===== src/rtl/skin_frame_ctrl_if.sv =====
// Skin frame controller bus: host shadow writes, frame/pixel stream in,
// active bounds and per-frame statistics out.
// Inputs (master drives): wr_en, wr_addr, wr_data, vs, dval, skin.
// Outputs (slave drives): cb_min, cb_max, cr_min, cr_max, cfg_pending,
//   pix_count, skin_count, stat_valid.
interface skin_frame_ctrl_if #(
    parameter int CNT_W = 20
);
    logic             wr_en;
    logic [1:0]       wr_addr;
    logic [7:0]       wr_data;
    logic             vs;
    logic             dval;
    logic             skin;
    logic [7:0]       cb_min;
    logic [7:0]       cb_max;
    logic [7:0]       cr_min;
    logic [7:0]       cr_max;
    logic             cfg_pending;
    logic [CNT_W-1:0] pix_count;
    logic [CNT_W-1:0] skin_count;
    logic             stat_valid;

    modport master (
        output wr_en, wr_addr, wr_data, vs, dval, skin,
        input  cb_min, cb_max, cr_min, cr_max,
        input  cfg_pending, pix_count, skin_count, stat_valid
    );

    modport slave (
        input  wr_en, wr_addr, wr_data, vs, dval, skin,
        output cb_min, cb_max, cr_min, cr_max,
        output cfg_pending, pix_count, skin_count, stat_valid
    );
endinterface


===== src/rtl/skin_frame_ctrl.sv =====
// Frame-synchronous bounds/statistics controller for the YCbCr skin classifier.
// Ports: clk, rst (async, active-high), bus (skin_frame_ctrl_if.slave).
//   Shadow bounds are committed to the active outputs only at frame starts;
//   valid and skin pixels are counted per frame and reported on stat_valid.
module skin_frame_ctrl #(
    parameter int         CNT_W      = 20,
    parameter logic [7:0] CB_MIN_RST = 8'd85,
    parameter logic [7:0] CB_MAX_RST = 8'd127,
    parameter logic [7:0] CR_MIN_RST = 8'd132,
    parameter logic [7:0] CR_MAX_RST = 8'd155
) (
    input  logic               clk,
    input  logic               rst,
    skin_frame_ctrl_if.slave   bus
);
    typedef enum logic [1:0] {
        IDLE   = 2'd0,
        ACTIVE = 2'd1,
        REPORT = 2'd2
    } state_t;

    state_t           state;
    state_t           state_nxt;
    logic             commit;
    logic             report;
    logic             count_en;

    logic [7:0]       sh_cb_min;
    logic [7:0]       sh_cb_max;
    logic [7:0]       sh_cr_min;
    logic [7:0]       sh_cr_max;
    logic [7:0]       act_cb_min;
    logic [7:0]       act_cb_max;
    logic [7:0]       act_cr_min;
    logic [7:0]       act_cr_max;
    logic             pending;
    logic [CNT_W-1:0] pix_cnt;
    logic [CNT_W-1:0] skin_cnt;
    logic [CNT_W-1:0] pix_out;
    logic [CNT_W-1:0] skin_out;
    logic             stat_vld;

    always_ff @(posedge clk or posedge rst) begin
        if (rst) state <= IDLE;
        else     state <= state_nxt;
    end

    always_comb begin
        state_nxt = state;
        commit    = 1'b0;
        report    = 1'b0;
        count_en  = 1'b0;
        unique case (state)
            IDLE: begin
                if (bus.vs) begin
                    commit    = 1'b1;
                    state_nxt = ACTIVE;
                end
            end
            ACTIVE: begin
                // The pixel arriving alongside vs belongs to no frame.
                if (bus.vs) begin
                    report    = 1'b1;
                    state_nxt = REPORT;
                end else begin
                    count_en  = bus.dval;
                end
            end
            REPORT: begin
                commit    = 1'b1;
                state_nxt = ACTIVE;
            end
            default: state_nxt = IDLE;
        endcase
    end

    // Shadow writes land in any state; commit reads pre-write values
    // because both are sampled on the same edge.
    always_ff @(posedge clk or posedge rst) begin
        if (rst) begin
            sh_cb_min <= CB_MIN_RST;
            sh_cb_max <= CB_MAX_RST;
            sh_cr_min <= CR_MIN_RST;
            sh_cr_max <= CR_MAX_RST;
        end else if (bus.wr_en) begin
            unique case (bus.wr_addr)
                2'd0: sh_cb_min <= bus.wr_data;
                2'd1: sh_cb_max <= bus.wr_data;
                2'd2: sh_cr_min <= bus.wr_data;
                2'd3: sh_cr_max <= bus.wr_data;
                default: ;
            endcase
        end
    end

    always_ff @(posedge clk or posedge rst) begin
        if (rst) begin
            act_cb_min <= CB_MIN_RST;
            act_cb_max <= CB_MAX_RST;
            act_cr_min <= CR_MIN_RST;
            act_cr_max <= CR_MAX_RST;
        end else if (commit) begin
            act_cb_min <= sh_cb_min;
            act_cb_max <= sh_cb_max;
            act_cr_min <= sh_cr_min;
            act_cr_max <= sh_cr_max;
        end
    end

    // A write in the commit cycle keeps pending set for the next frame.
    always_ff @(posedge clk or posedge rst) begin
        if (rst)              pending <= 1'b0;
        else if (bus.wr_en)   pending <= 1'b1;
        else if (commit)      pending <= 1'b0;
    end

    always_ff @(posedge clk or posedge rst) begin
        if (rst) begin
            pix_cnt  <= '0;
            skin_cnt <= '0;
        end else if (commit) begin
            pix_cnt  <= '0;
            skin_cnt <= '0;
        end else if (count_en) begin
            if (pix_cnt != '1)
                pix_cnt <= pix_cnt + CNT_W'(1);
            if (bus.skin && skin_cnt != '1)
                skin_cnt <= skin_cnt + CNT_W'(1);
        end
    end

    always_ff @(posedge clk or posedge rst) begin
        if (rst) begin
            pix_out  <= '0;
            skin_out <= '0;
            stat_vld <= 1'b0;
        end else begin
            stat_vld <= report;
            if (report) begin
                pix_out  <= pix_cnt;
                skin_out <= skin_cnt;
            end
        end
    end

    assign bus.cb_min      = act_cb_min;
    assign bus.cb_max      = act_cb_max;
    assign bus.cr_min      = act_cr_min;
    assign bus.cr_max      = act_cr_max;
    assign bus.cfg_pending = pending;
    assign bus.pix_count   = pix_out;
    assign bus.skin_count  = skin_out;
    assign bus.stat_valid  = stat_vld;
endmodule


===== src/flat_wrapper.sv =====
// flat-port wrapper written by rule: the top's interface ports become plain ports
module skin_frame_ctrl_flat 
#(
    parameter int         CNT_W      = 20,
    parameter logic [7:0] CB_MIN_RST = 8'd85,
    parameter logic [7:0] CB_MAX_RST = 8'd127,
    parameter logic [7:0] CR_MIN_RST = 8'd132,
    parameter logic [7:0] CR_MAX_RST = 8'd155
)
  (clk, rst, bus_wr_en, bus_wr_addr, bus_wr_data, bus_vs, bus_dval, bus_skin, bus_cb_min, bus_cb_max, bus_cr_min, bus_cr_max, bus_cfg_pending, bus_pix_count, bus_skin_count, bus_stat_valid);
  skin_frame_ctrl_if #(.CNT_W(CNT_W)) bus_i ();
  input  logic clk;
  input  logic rst;
  input wire logic [$bits(bus_i.wr_en)-1:0] bus_wr_en;
  input wire logic [$bits(bus_i.wr_addr)-1:0] bus_wr_addr;
  input wire logic [$bits(bus_i.wr_data)-1:0] bus_wr_data;
  input wire logic [$bits(bus_i.vs)-1:0] bus_vs;
  input wire logic [$bits(bus_i.dval)-1:0] bus_dval;
  input wire logic [$bits(bus_i.skin)-1:0] bus_skin;
  output wire logic [$bits(bus_i.cb_min)-1:0] bus_cb_min;
  output wire logic [$bits(bus_i.cb_max)-1:0] bus_cb_max;
  output wire logic [$bits(bus_i.cr_min)-1:0] bus_cr_min;
  output wire logic [$bits(bus_i.cr_max)-1:0] bus_cr_max;
  output wire logic [$bits(bus_i.cfg_pending)-1:0] bus_cfg_pending;
  output wire logic [$bits(bus_i.pix_count)-1:0] bus_pix_count;
  output wire logic [$bits(bus_i.skin_count)-1:0] bus_skin_count;
  output wire logic [$bits(bus_i.stat_valid)-1:0] bus_stat_valid;
  assign bus_i.wr_en = bus_wr_en;
  assign bus_i.wr_addr = bus_wr_addr;
  assign bus_i.wr_data = bus_wr_data;
  assign bus_i.vs = bus_vs;
  assign bus_i.dval = bus_dval;
  assign bus_i.skin = bus_skin;
  assign bus_cb_min = bus_i.cb_min;
  assign bus_cb_max = bus_i.cb_max;
  assign bus_cr_min = bus_i.cr_min;
  assign bus_cr_max = bus_i.cr_max;
  assign bus_cfg_pending = bus_i.cfg_pending;
  assign bus_pix_count = bus_i.pix_count;
  assign bus_skin_count = bus_i.skin_count;
  assign bus_stat_valid = bus_i.stat_valid;
  skin_frame_ctrl #(.CNT_W(CNT_W), .CB_MIN_RST(CB_MIN_RST), .CB_MAX_RST(CB_MAX_RST), .CR_MIN_RST(CR_MIN_RST), .CR_MAX_RST(CR_MAX_RST)) u_core (.clk(clk), .rst(rst), .bus(bus_i));
endmodule

===== config.mk =====
export PLATFORM = sky130hd
export DESIGN_NAME = skin_frame_ctrl_flat
export DESIGN_NICKNAME = d
export VERILOG_FILES = /design/src/rtl/skin_frame_ctrl_if.sv /design/src/rtl/skin_frame_ctrl.sv /design/src/flat_wrapper.sv
export SDC_FILE = /design/constraint.sdc
export NUM_CORES = 1
export LEC_CHECK = 0
export CORE_MARGIN = 2
export CORE_UTILIZATION = 41
export DETAILED_ROUTE_END_ITERATION = 12
export HOLD_SLACK_MARGIN = 0.1
export PLACE_DENSITY = 0.65
export REMOVE_ABC_BUFFERS = 1
export SLEW_MARGIN = 20
export SYNTH_ARGS = -nofsm -noshare
export SYNTH_HDL_FRONTEND = slang
export SYNTH_SLANG_ARGS = --single-unit

===== constraint.sdc =====
create_clock -name clk -period 4.8 [get_ports clk]
set_input_delay 0.96 -clock clk [delete_from_list [all_inputs] [get_ports clk]]
set_output_delay 0.96 -clock clk [all_outputs]
set_load 0.01 [all_outputs]

==> load_flow_metrics.sql, run 1 <==
INSERT INTO impl_metrics (metric_group, metric, value, unit) VALUES
('setup_path', 'arrival', '3.26', 'ns'),
('job', 'timing.max_cap.violations', '0', ''),
('placement', 'preCtsSetupSlack', '1.440', 'ns'),
('layout', 'most-common-layout-cells', 'sky130_fd_sc_hd__nand2_1 (229), sky130_fd_sc_hd__dfrtp_1 (112), sky130_fd_sc_hd__clkdlybuf4s50_1 (89)', ''),
('layout', 'antenna_cells', '0', ''),
('timing', 'max_freq', '345.3', 'MHz'),
('clock_tree', 'ctsResizeCount', '0', ''),
('global_route', 'via_count_of_the_first_global_routing_pass', '4768', ''),
('power', 'worst_ir_drop_vdd', '0.0002959', 'V'),
('drt', 'drt-total-wl', '13880', 'um'),
('logic_synthesis', 'yosysSeqAreaShare', '0.5850', ''),
('drt', 'via_count', '4693', ''),
('clock_tree', 'cts-buffers-inserted', '17', ''),
('power', 'power.share.clock', '0.338', ''),
('layout', 'stdcell_count', '934', ''),
('setup_path', 'critical_path_peak_fanout', '44', ''),
('timing', 'final_hold_viol_count', '0', ''),
('logic_synthesis', 'asyncSetResetFlopFracSynth', '1.000', ''),
('clock_tree', 'cts_tree', 'done', ''),
('drt', 'detail-route-antenna-nets', '0', ''),
('placement', 'gp_routability_congestion', '0.8021', ''),
('drt', 'number_of_remaining_drc_errors', '0', ''),
('placement', 'detailedPlacementHpwl', '8981', 'um'),
('floorplan', 'die-width', '129.0', 'um'),
('drt', 'wire_per_inst', '14.86', 'um'),
('timing', 'clock-skew-final', '0.01044', 'ns'),
('logic_synthesis', 'synth_ff_type', 'sky130_fd_sc_hd__dfrtp_1', ''),
('logic_synthesis', 'netlist_area', '6407', 'um2'),
('min_path', 'path_class_of_the_lowest_slack_min_delay_path', 'flop to flop', ''),
('power', 'power.static_leakage', '3.700', 'nW'),
('power', 'switching_power', '1.230', 'mW'),
('logic_synthesis', 'synthDominantCellAreaShare', '0.4374', ''),
('clock_tree', 'clk_transition_reported_paths', '0.07', 'ns'),
('logic_synthesis', 'synth.area.top_cells', 'sky130_fd_sc_hd__dfrtp_1 (44%), sky130_fd_sc_hd__dfstp_2 (15%), sky130_fd_sc_hd__nand2_1 (13%)', ''),
('clock_tree', 'cts_sinks', '148', ''),
('drt', 'first_pass_iters', '4', ''),
('logic_synthesis', 'number_of_flops_mapped_to_enable_cells_by_yosys', '0', ''),
('layout', 'layout.nets', '728', ''),
('floorplan', 'initial_core_utilization', '0.4199', ''),
('global_route', 'grt_pass1_wl', '23470', 'um'),
('drt', 'detailedRoute.firstIterationViolations', '194', ''),
('timing', 'finalWorstPathRequiredPeriod', '2.896', 'ns'),
('run_status', 'result_of_the_run', 'finished, final reports clean', ''),
('layout', 'layout-area-overhead-vs-synth', '26.44', '%'),
('floorplan', 'die_area', '16640', 'um2'),
('layout', 'drive_above_1_share', '0.1715', ''),
('setup_path', 'critPathRequiredTime', '5.16', 'ns'),
('clock_tree', 'postCtsSetupRepairBufs', '0', ''),
('timing', 'finalMaxSlewViolations', '0', ''),
('placement', 'port_buffer_count', '89', ''),
('setup_path', 'critical_path.startpoint_type', 'input pin', ''),
('clock_tree', 'cts-hold-fix-buffers', '0', ''),
('timing', 'period_utilization', '0.6034', ''),
('layout', 'layout_commonest_cell', 'sky130_fd_sc_hd__nand2_1', ''),
('floorplan', 'fp-row-count', '45', ''),
('global_route', 'grtUsageTotal', '0.1801', ''),
('setup_path', 'endpoint_kind', 'flop', ''),
('power', 'internal_power', '2.690', 'mW'),
('floorplan', 'die_height', '129.0', 'um'),
('logic_synthesis', 'netlist_instances', '622', ''),
('logic_synthesis', 'number_of_synthesis_warnings', '0', ''),
('power', 'netSwitchingFraction', '0.3138', ''),
('logic_synthesis', 'yosysUniqueCellTypes', '52', ''),
('timing', 'final_setup_slack_of_the_worst_path', '1.904', 'ns'),
('floorplan', 'top_level_ports', '90', ''),
('clock_tree', 'cts.root.buffer_cell', 'sky130_fd_sc_hd__clkbuf_16', ''),
('timing', 'timing.max_slew.rel_slack', '0.4422', ''),
('layout', 'final.fill_count', '1362', ''),
('clock_tree', 'clock_insertion_delay_worst_skew', '0.43', 'ns'),
('logic_synthesis', 'synth.avg_cell_area', '10.30', 'um2'),
('power', 'share_seq_of_total_power', '0.432', '');
[layout make-up]
| cell class | count | area (um2) | share of cell area |
|---|---|---|---|
| clock buffer | 17 | 425.4 | 0.05251 |
| clock inverter | 15 | 158.9 | 0.01961 |
| inverter | 7 | 33.78 | 0.004170 |
| multi-input combinational | 442 | 2530 | 0.3123 |
| sequential | 148 | 3749 | 0.4627 |
| tap | 211 | 264.0 | 0.03259 |
| timing repair buffer | 94 | 940.9 | 0.1161 |
[stage by stage]
stage | instance area, um2 | power (mW) | setup TNS [ns] | utilization
2_1_floorplan | 6295 | 2.114 | -8.972 | -
3_3_place_gp | 7492 | 2.577 | 0 | 0.4910
3_5_place_dp | 7492 | 2.604 | 0 | 0.4910
4_1_cts | 8077 | 3.947 | 0 | 0.5293
5_1_grt | 8102 | 4.132 | 0 | 0.5310
6_report | 8102 | 3.920 | 0 | 0.5310
[logic make-up after synthesis]
family / synth area share
multiplexers: 0.06093
XOR/XNOR: 0.03691
buffers and inverters: 0.02168
adder cells (fa/ha/maj): 0.003905
AO/OA/AOI/OAI: 0.04452
flip-flops: 0.5850
AND/OR/NAND/NOR: 0.2470
[Yosys cell counts, drive strengths merged, types with 10 or more instances]
cell,number
nand4,13
nand3,15
xor2,12
dfstp,36
nor2,33
o21ai,10
nand2,229
dfrtp,112
xnor2,15
nor4,10
mux2,32
clkbuf,17
[worst max-delay path: stages]
cell and delay (ns):
sky130_fd_sc_hd__clkdlybuf4s50_1 0.53, sky130_fd_sc_hd__nand2_1 0.06, sky130_fd_sc_hd__or2_2 0.59, sky130_fd_sc_hd__inv_1 0.57
sky130_fd_sc_hd__buf_4 0.36, sky130_fd_sc_hd__nand2_1 0.09, sky130_fd_sc_hd__nand2_1 0.07
[metal layers]
layer  track usage  share of wire  vias to the layer above
met5             0              0                        -
met4       0.05243         0.0099                        0
met3       0.05574          0.049                       12
met2        0.2870           0.47                      110
met1        0.2395           0.47                     2297
li1              -              -                     2274
[state kept, by name, indices dropped and copies added (netlist names), 2 cells and up]
signal	cells
u_core.bus.cr_min	8
u_core.bus.cb_max	8
u_core.bus.pix_count	20
u_core.state	2
u_core.sh_cr_max	8
u_core.sh_cb_min	8
u_core.bus.skin_count	20
u_core.bus.cb_min	8
u_core.pix_cnt	20
u_core.sh_cb_max	8
u_core.sh_cr_min	8
u_core.skin_cnt	20
u_core.bus.cr_max	8
[power by group through the flow]
stage / clock, mW / combinational, mW / sequential [mW]
2_1_floorplan: 0 / 0.375 / 1.74
3_3_place_gp: 0 / 0.876 / 1.70
3_5_place_dp: 0 / 0.900 / 1.70
4_1_cts: 1.35 / 0.903 / 1.69
5_1_grt: 1.41 / 0.998 / 1.72
6_report: 1.32 / 0.903 / 1.69
[path summary, 6_finish.rpt]
path	to	start	cells after the start	slack (ns)
max in group asynchronous	u_core.bus.cb_max[2]	rst	3	2.78
max reg2reg	u_core.bus.skin_count[4]	u_core.state[0]	6	2.28
min in group asynchronous	u_core.sh_cb_min[7]	rst	2	1.11
min	u_core.bus.cb_max[5]	u_core.sh_cb_max[5]	2	0.44
min reg2reg	u_core.bus.cb_max[5]	u_core.sh_cb_max[5]	2	0.44
max	u_core.bus.skin_count[4]	bus_vs	7	1.90
(Power assumes the default switching activity.)
==> inputs of run 2 (changes only) <==
Settings changed: PLACE_DENSITY 0.65 to unset.
Clock period 4.8 ns to 2.7 ns, I/O delays scaled along.
==> load_flow_metrics.sql, run 2 (synthesis results as in run 1) <==
INSERT INTO impl_metrics (metric_group, metric, value, unit) VALUES
('floorplan', 'top_level_ports', '90', ''),
('setup_path', 'critical_path_peak_fanout', '12', ''),
('global_route', 'grtUsageTotal', '0.1793', ''),
('setup_path', 'arrival', '2.40', 'ns'),
('power', 'share_comb_of_total_power', '0.235', ''),
('drt', 'drt-total-wl', '13770', 'um'),
('setup_path', 'endpoint_kind', 'flop', ''),
('floorplan', 'die_area', '16640', 'um2'),
('layout', 'layout.nets', '733', ''),
('layout', 'antenna_cells', '0', ''),
('setup_path', 'reg2reg_depth', '6', ''),
('power', 'share_seq_of_total_power', '0.429', ''),
('setup_path', 'critPathRequiredTime', '3.01', 'ns'),
('clock_tree', 'h-tree-depth', '4', ''),
('power', 'power.static_leakage', '3.747', 'nW'),
('placement', 'gp_routability_congestion', '0.7841', ''),
('drt', 'detailedRoute.firstIterationViolations', '209', ''),
('job', 'timing.max_cap.violations', '0', ''),
('global_route', 'grt_start_max_net_pins', '54', ''),
('drt', 'wire_per_inst', '14.66', 'um'),
('global_route', 'grt_pass1_wl', '23330', 'um'),
('power', 'power-per-cell-area', '854.9', 'nW/um2'),
('drt', 'detail-route-antenna-nets', '0', ''),
('run_status', 'result_of_the_run', 'finished, final reports clean', ''),
('layout', 'finish.utilization', '0.5360', ''),
('setup_path', 'critical_path.startpoint_type', 'flop', ''),
('clock_tree', 'clk_transition_reported_paths', '0.06', 'ns'),
('power', 'switching_power', '2.037', 'mW'),
('clock_tree', 'cts.root.buffer_cell', 'sky130_fd_sc_hd__clkbuf_16', ''),
('drt', 'first_pass_iters', '4', ''),
('setup_path', 'critical-path-slowest-cell', 'sky130_fd_sc_hd__dfrtp_1', ''),
('power', 'netSwitchingFraction', '0.2914', ''),
('drt', 'drt-vias-per-instance', '4.947', ''),
('timing', 'clock-skew-final', '0.006917', 'ns'),
('floorplan', 'fp-row-count', '45', ''),
('layout', 'drive_above_1_share', '0.1731', ''),
('floorplan', 'die-width', '129.0', 'um'),
('setup_path', 'worstPathCellList', 'ha_1 -> and3_1 -> nand4_1 -> o21ai_1 -> o311ai_0 -> o41ai_1', ''),
('min_path', 'path_class_of_the_lowest_slack_min_delay_path', 'flop to flop', ''),
('drt', 'number_of_remaining_drc_errors', '0', ''),
('floorplan', 'die_height', '129.0', 'um'),
('global_route', 'grt_remaining_overflow', '0', ''),
('timing', 'finalMaxSlewViolations', '0', ''),
('placement', 'detailedPlacementHpwl', '8986', 'um'),
('clock_tree', 'postCtsSetupRepairBufs', '0', ''),
('power', 'power.share.clock', '0.336', ''),
('timing', 'timing.max_slew.rel_slack', '0.6049', ''),
('timing', 'finalWorstPathRequiredPeriod', '2.087', 'ns'),
('power', 'worst_ir_drop_vdd', '0.0005534', 'V'),
('clock_tree', 'clk_path_buf_depth', '2', ''),
('setup_path', 'timing.critical_path.slowest_cell_delay', '0.44', 'ns'),
('global_route', 'antenna_violations_before_repair', '0', ''),
('clock_tree', 'ctsResizeCount', '0', ''),
('clock_tree', 'cts-buffers-inserted', '17', ''),
('floorplan', 'initial_core_utilization', '0.4199', ''),
('global_route', 'via_count_of_the_first_global_routing_pass', '4723', ''),
('clock_tree', 'cts_tree', 'done', ''),
('layout', 'layout-area-overhead-vs-synth', '27.63', '%'),
('floorplan', 'floorplan.core_area', '15260', 'um2'),
('setup_path', 'criticalPathCategory', 'flop to flop', ''),
('placement', 'port_buffer_count', '89', ''),
('timing', 'period_utilization', '0.7730', ''),
('timing', 'max_freq', '479.2', 'MHz'),
('clock_tree', 'clock_insertion_delay_worst_skew', '0.42', 'ns'),
('layout', 'most-common-layout-cells', 'sky130_fd_sc_hd__nand2_1 (229), sky130_fd_sc_hd__dfrtp_1 (112), sky130_fd_sc_hd__clkdlybuf4s50_1 (89)', ''),
('power', 'internal_power', '4.954', 'mW'),
('timing', 'setup_viol', '0', ''),
('clock_tree', 'cts_sinks', '148', ''),
('drt', 'via_count', '4645', ''),
('min_path', 'worst_hold_path.num_cells', '2', ''),
('layout', 'layout_commonest_cell', 'sky130_fd_sc_hd__nand2_1', ''),
('timing', 'grt_setup_unrepaired', 'no', ''),
('timing', 'final_hold_viol_count', '0', ''),
('timing', 'hold-worst-slack', '0.4504', 'ns'),
('timing', 'tightest_slew', '0.5926', 'ns'),
('clock_tree', 'cts-hold-fix-buffers', '0', '');
[run 2: changes by cell type in the layout (fill, tap and decap cells not counted), sizes merged]
cell / previous run / this run
bufinv: 1 / 2
clkinv: 2 / 7
clkbuf: 17 / 23
inv: 18 / 7
clkinvlp: 1 / 0
buf: 5 / 10
[run 2: final timing paths]
kind | start | endpoint | slack [ns]
worst min-delay path | u_core.sh_cb_max[5] | u_core.bus.cb_max[5] | 0.45
max in group asynchronous | rst | u_core.bus.cr_min[2] | 1.49
worst max-delay path | u_core.pix_cnt[1] | u_core.pix_cnt[9] | 0.61
worst max register to register | u_core.pix_cnt[1] | u_core.pix_cnt[9] | 0.61
min in group asynchronous | rst | u_core.bus.cr_min[5] | 0.54
worst min register to register | u_core.sh_cb_max[5] | u_core.bus.cb_max[5] | 0.45
[run 2: layout make-up]
type	instances	area (um2)
clock buffers	23	488.0
clock inverters	9	102.6
fillers	1356	7081
inverters	7	31.28
multi-input cells	442	2527
flip-flops and latches	148	3749
well taps	211	264.0
repair buffers	99	1016
[run 2: power groups by stage]
stage | Clock [mW] | Combinational, mW | Sequential [mW]
floorplan | 0 | 0.666 | 3.09
global placement | 0 | 1.63 | 3.02
detailed placement | 0 | 1.66 | 3.03
CTS | 2.40 | 1.68 | 3.00
global route | 2.50 | 1.83 | 3.06
finish | 2.35 | 1.64 | 3.00
[run 2: through the flow]
stage	TNS (ns)	power [mW]	cell area [um2]	std cells	setup WS, ns
CTS	0	7.079	8178	939	0.6071
floorplan	-229.49	3.759	6295	597	-1.760
global placement	0	4.652	7587	907	0.3106
detailed placement	0	4.689	7587	907	0.2487
finish	0	6.991	8178	939	0.6130
global route	0	7.384	8178	939	0.3381
[run 2: worst max-delay path: cells and delay by family (launching register included)]
kind            cells  cell delay (ns)
compound gates      3             0.67
flops               1             0.44
simple gates        2             0.60
fa+ha+maj           1             0.25
[run 2: layer usage]
metal,up-vias,routed length [um],GRT usage
li1,2276,-,-
met1,2229,6587,0.2392
met2,116,6197,0.2754
met3,24,715,0.05161
met4,0,267,0.07673
met5,-,0,0
